<file path="config.mk">
export PLATFORM = sky130hd
export DESIGN_NAME = aexm_mem_arbiter
export DESIGN_NICKNAME = d
export VERILOG_FILES = /design/src/rtl/aexm_mem_arbiter.sv
export SDC_FILE = /design/constraint.sdc
export NUM_CORES = 1
export LEC_CHECK = 0
export BUFFER_PORTS_ARGS = -buffer_cell sky130_fd_sc_hd__buf_2
export CAP_MARGIN = 15
export CORE_AREA = 4 4 96 98
export DETAILED_ROUTE_END_ITERATION = 12
export DIE_AREA = 0 0 100 102
export PLACE_DENSITY = 0.8
export SLEW_MARGIN = 40
export SYNTH_ARGS = -nofsm -noshare
export SYNTH_HDL_FRONTEND = slang
export SYNTH_SLANG_ARGS = --single-unit
export TNS_END_PERCENT = 30
</file>
<file path="constraint.sdc">
create_clock -name CLK -period 1.9 [get_ports CLK]
set_input_delay 0.095 -clock CLK [delete_from_list [all_inputs] [get_ports CLK]]
set_output_delay 0.095 -clock CLK [all_outputs]
set_load 0.01 [all_outputs]
</file>
<file path="src/rtl/aexm_mem_arbiter.sv">
// aexm_mem_arbiter: shares one external memory burst port between the
// instruction cache (read-only line fills) and the data cache (line fills
// and write-backs). Two requesters are arbitrated round-robin. Each grant
// issues one burst command, moves BURST_LEN beats and pulses the owner's done.
//
// Ports
//   CLK, grst_n                      clock, asynchronous active-low reset
//   ic_req/ic_addr/ic_done           icache request side
//   dc_req/dc_we/dc_addr/dc_wdata    dcache request side
//   dc_wack/dc_done                  dcache write-beat accept, completion
//   rdata/ic_rvalid/dc_rvalid        registered read beat and its owner
//   mem_cmd_*                        burst command handshake
//   mem_wdata/mem_wvalid/mem_wready  write beat handshake
//   mem_rdata/mem_rvalid             read beat from memory
//   busy                             high whenever a burst is in flight
module aexm_mem_arbiter #(
  parameter int ADDR_W    = 32,
  parameter int DATA_W    = 32,
  parameter int BURST_LEN = 4,
  parameter int BEAT_W    = 2
) (
  input  logic              CLK,
  input  logic              grst_n,
  input  logic              ic_req,
  input  logic [ADDR_W-1:0] ic_addr,
  output logic              ic_done,
  input  logic              dc_req,
  input  logic              dc_we,
  input  logic [ADDR_W-1:0] dc_addr,
  input  logic [DATA_W-1:0] dc_wdata,
  output logic              dc_wack,
  output logic              dc_done,
  output logic [DATA_W-1:0] rdata,
  output logic              ic_rvalid,
  output logic              dc_rvalid,
  output logic              mem_cmd_valid,
  input  logic              mem_cmd_ready,
  output logic              mem_cmd_we,
  output logic [ADDR_W-1:0] mem_cmd_addr,
  output logic [DATA_W-1:0] mem_wdata,
  output logic              mem_wvalid,
  input  logic              mem_wready,
  input  logic [DATA_W-1:0] mem_rdata,
  input  logic              mem_rvalid,
  output logic              busy
);

  localparam int OFF_W = $clog2(BURST_LEN * DATA_W / 8);
  localparam logic [ADDR_W-1:0] ALIGN_MASK = ~ADDR_W'((1 << OFF_W) - 1);
  localparam logic [BEAT_W-1:0] LAST_BEAT  = BEAT_W'(BURST_LEN - 1);

  typedef enum logic [2:0] {IDLE, CMD, RD, WR, DONE} state_t;
  typedef enum logic {OWN_IC, OWN_DC} owner_t;

  state_t            state, state_nx;
  owner_t            owner, last_owner, grant;
  logic              we_q;
  logic [ADDR_W-1:0] addr_q;
  logic [BEAT_W-1:0] beat;
  logic              rd_beat, wr_beat;

  // On a tie the requester that did not own the previous burst wins.
  always_comb begin
    grant = OWN_IC;
    if (dc_req && (!ic_req || last_owner == OWN_IC))
      grant = OWN_DC;
  end

  assign rd_beat = (state == RD) && mem_rvalid;
  assign wr_beat = (state == WR) && mem_wready;

  always_comb begin
    state_nx = state;
    case (state)
      IDLE: if (ic_req || dc_req) state_nx = CMD;
      CMD:  if (mem_cmd_ready)    state_nx = we_q ? WR : RD;
      RD:   if (rd_beat && beat == LAST_BEAT) state_nx = DONE;
      WR:   if (wr_beat && beat == LAST_BEAT) state_nx = DONE;
      DONE: state_nx = IDLE;
      default: state_nx = IDLE;
    endcase
  end

  always_ff @(posedge CLK or negedge grst_n) begin
    if (!grst_n) state <= IDLE;
    else         state <= state_nx;
  end

  always_ff @(posedge CLK or negedge grst_n) begin
    if (!grst_n) begin
      owner      <= OWN_IC;
      last_owner <= OWN_IC;
      we_q       <= 1'b0;
      addr_q     <= '0;
      beat       <= '0;
      rdata      <= '0;
      ic_rvalid  <= 1'b0;
      dc_rvalid  <= 1'b0;
    end else begin
      ic_rvalid <= rd_beat && (owner == OWN_IC);
      dc_rvalid <= rd_beat && (owner == OWN_DC);
      if (rd_beat) rdata <= mem_rdata;
      case (state)
        IDLE: if (ic_req || dc_req) begin
          owner  <= grant;
          we_q   <= (grant == OWN_DC) && dc_we;
          addr_q <= ((grant == OWN_DC) ? dc_addr : ic_addr) & ALIGN_MASK;
        end
        CMD:  if (mem_cmd_ready) beat <= '0;
        RD:   if (rd_beat) beat <= beat + BEAT_W'(1);
        WR:   if (wr_beat) beat <= beat + BEAT_W'(1);
        DONE: last_owner <= owner;
        default: ;
      endcase
    end
  end

  assign mem_cmd_valid = (state == CMD);
  assign mem_cmd_we    = we_q;
  assign mem_cmd_addr  = addr_q;
  assign mem_wvalid    = (state == WR);
  assign mem_wdata     = (state == WR) ? dc_wdata : '0;
  assign dc_wack       = wr_beat;
  // done is decoded from DONE so a requester that drops on done is already
  // low by the following IDLE cycle and cannot be re-granted by mistake.
  assign ic_done       = (state == DONE) && (owner == OWN_IC);
  assign dc_done       = (state == DONE) && (owner == OWN_DC);
  assign busy          = (state != IDLE);

endmodule

</file>
==> flow_metrics.py <==
metrics = {
    "outcome": {
        "status": "finished clean",
    },
    "clocking": {
        "clock-sinks": 70,
        "clk_latency_ns": 0.33,
        "htree_num_levels": 3,
        "cts_tree": "built",
        "post_cts_resized": 0,
        "root_buffer": "clkbuf_8",
        "cts_hold_buffers": 31,
        "cts_buffer_depth": 2,
        "cts_buffers": 9,
        "postCtsSetupBuffers": 0,
        "cts.reportedPaths.clkPinSlew_ns": 0.07,
    },
    "routing": {
        "via_per_inst": 4.89,
        "antenna_left": 0,
        "dr.pass1.iters": 6,
        "drtIter0Drc": 93,
        "drc": 0,
        "vias": 3093,
        "drt-total-wl_mm": 10.1,
        "wire_per_inst_um": 16.0,
    },
    "global_routing": {
        "grt_first_pass_wirelength_mm": 14.7,
        "grt_usage": 0.187,
        "grt_pass1_vias": 3155,
        "antenna_found_initial": 0,
        "grt_max_degree": 71,
        "grt-ovfl-total": 0,
    },
    "logic_synthesis": {
        "synth_common_cells": "70 x dfrtp_1, 67 x mux2_2, 35 x and3_1",
        "synth_top_area_share": 0.506,
        "synth.distinct_cells": 35,
        "ys_ff_latch": 70,
        "synth_warnings": 0,
        "synthTopCellsByArea": "dfrtp_1 51%, mux2_2 22%, mux2_4 8.7%",
        "synthArstFlopShare": 1.00,
        "synth.largest_area_cell": "dfrtp_1",
        "synth_area_per_cell_um2": 13.4,
        "netlist_area_um2": 3460,
        "synth_edf_count": 0,
        "synth_ff_type": "dfrtp_1",
        "ys_seq_area_frac": 0.506,
        "synth_most_common_cell": "dfrtp_1",
        "synthCells": 258,
    },
    "hold_path": {
        "min_from": "mem_rdata[30]",
        "hold_depth": 2,
        "hold_end": "rdata[30]$_DFFE_PN0P_",
        "hold_class": "primary input to flop",
    },
    "setup_path": {
        "cp-start-kind": "flop",
        "r2r-start": "state[0]$_DFFE_PN0P_",
        "cp.required_ns": 1.80,
        "r2r_cells": 5,
        "crit_arrival_ns": 1.66,
        "critPathKind": "flop to output pin",
        "r2r_end": "rdata[1]$_DFFE_PN0P_",
        "cp_max_fo": 36,
        "r2r_setup_slack_ns": 0.19,
        "worst_setup_path_end_kind": "output pin",
    },
    "sta": {
        "fin_hold_ws_ns": 0.0179,
        "period_share": 0.923,
        "setup_viol": 0,
        "fmax_mhz": 570,
        "fin_tns_setup_ns": 0,
        "rsz0062_at_grt": "no",
        "hold_violations": 0,
        "slew_violations": 0,
        "final.min_clock_period_ns": 1.75,
        "fin_skew_ns": 0.00924,
    },
    "finish": {
        "stdcell_area_um2": 5260,
        "diodes": 0,
        "drive_gt1_frac": 0.656,
        "nets": 657,
        "syn2layout_area_growth_pct": 51.8,
        "final_cells": 632,
    },
    "die": {
        "die-area_um2": 10200,
        "core_area_um2": 8470,
        "io_pins": 241,
        "core.rowCount": 34,
        "die_h_um": 102,
        "start_util": 0.409,
        "die_x_um": 100,
    },
    "power_and_ir_drop": {
        "irDropWorstVdd_uv": 1010,
        "power_density_nw_per_um2": 1460,
        "power_mw": 7.68,
        "p_leak_nw": 2.82,
    },
    "place": {
        "dp_hpwl_mm": 7.47,
        "place_area_um2": 4740,
        "gp_congestion": 0.795,
        "port_buffers": 228,
        "placedCellCount": 584,
    },
    "flow_run": {
        "cap_violations": 0,
    },
}
placed cells by master, fill, tap and decap left out, types with 2 or more instances in the layout:
master,netlist,final
buf_2,6,228
dfrtp_1,70,70
mux2_2,67,67
and3_1,35,35
dlygate4sd3_1,0,33
mux2_4,20,20
clkbuf_8,0,10
nand2_1,6,6
nor2_1,5,5
buf_4,4,5
a21oi_1,4,4
conb_1,1,4
buf_12,2,4
nand2b_1,3,3
a21o_1,3,3
and2_1,2,2
mux2_1,2,2
clkinv_2,0,2
routing by layer:
metal,routed length (um),share of wire,vias to the layer above,track usage
met5,0,0,-,0
met2,5290,0.52,165,0.353
met1,3690,0.37,1475,0.202
met4,216,0.021,0,0.0767
li1,-,-,1434,-
met3,887,0.088,19,0.0423
stage by stage:
| stage | setup WS [ns] | util |
|---|---|---|
| 2_1_floorplan | 0.188 | - |
| 3_3_place_gp | 0.253 | 0.559 |
| 3_5_place_dp | 0.188 | 0.559 |
| 4_1_cts | 0.140 | 0.618 |
| 5_1_grt | 0.00628 | 0.621 |
| 6_report | 0.146 | 0.621 |
layout make-up:
| type | count | area [um^2] |
|---|---|---|
| clock buffer | 11 | 141 |
| clock inverter | 4 | 47.5 |
| fill | 697 | 3210 |
| inverter | 1 | 3.75 |
| multi-input combinational | 168 | 1590 |
| sequential | 70 | 1750 |
| tap | 108 | 135 |
| timing repair buffer | 270 | 1590 |
power by group:
part | leakage, nW | total, mW | internal (mW) | switching, mW
Combinational | 1.89 | 3.90 | 2.07 | 1.83
Clock | 0.0952 | 1.15 | 0.631 | 0.516
Sequential | 0.834 | 2.64 | 2.24 | 0.399
flip-flops by register name (all words and copies together) (netlist names):
register      flops
mem_cmd_we        1
mem_cmd_addr     28
rdata            32
state             3
owner             1
last_owner        1
beat              2
ic_rvalid         1
dc_rvalid         1
kinds of logic after synthesis:
kind of cell | synth area share
buffers and inverters | 0.0430
flip-flops | 0.506
other | 0.00108
AO/OA/AOI/OAI | 0.0242
adder cells (fa/ha/maj) | 0.00361
multiplexers | 0.314
AND/OR/NAND/NOR | 0.108
worst max path at each step:
stage	startpoint	end	slack, ns
floorplan	state[0]$_DFFE_PN0P_	mem_cmd_addr[10]$_DFFE_PN0P_	0.19
global placement	state[0]$_DFFE_PN0P_	rdata[23]$_DFFE_PN0P_	0.25
detailed placement	state[0]$_DFFE_PN0P_	rdata[25]$_DFFE_PN0P_	0.19
CTS	state[1]$_DFFE_PN0P_	mem_wdata[9]	0.14
global route	state[1]$_DFFE_PN0P_	mem_wdata[8]	0.006
finish	state[1]$_DFFE_PN0P_	mem_wdata[9]	0.15
worst max-delay path: stages (launching register included):
cell and delay (ns):
dfrtp_1 0.34, buf_4 0.16, nor2b_2 0.14, buf_4 0.26, and3_1 0.24, buf_2 0.17
No activity file was read; power rests on OpenSTA's default activity.
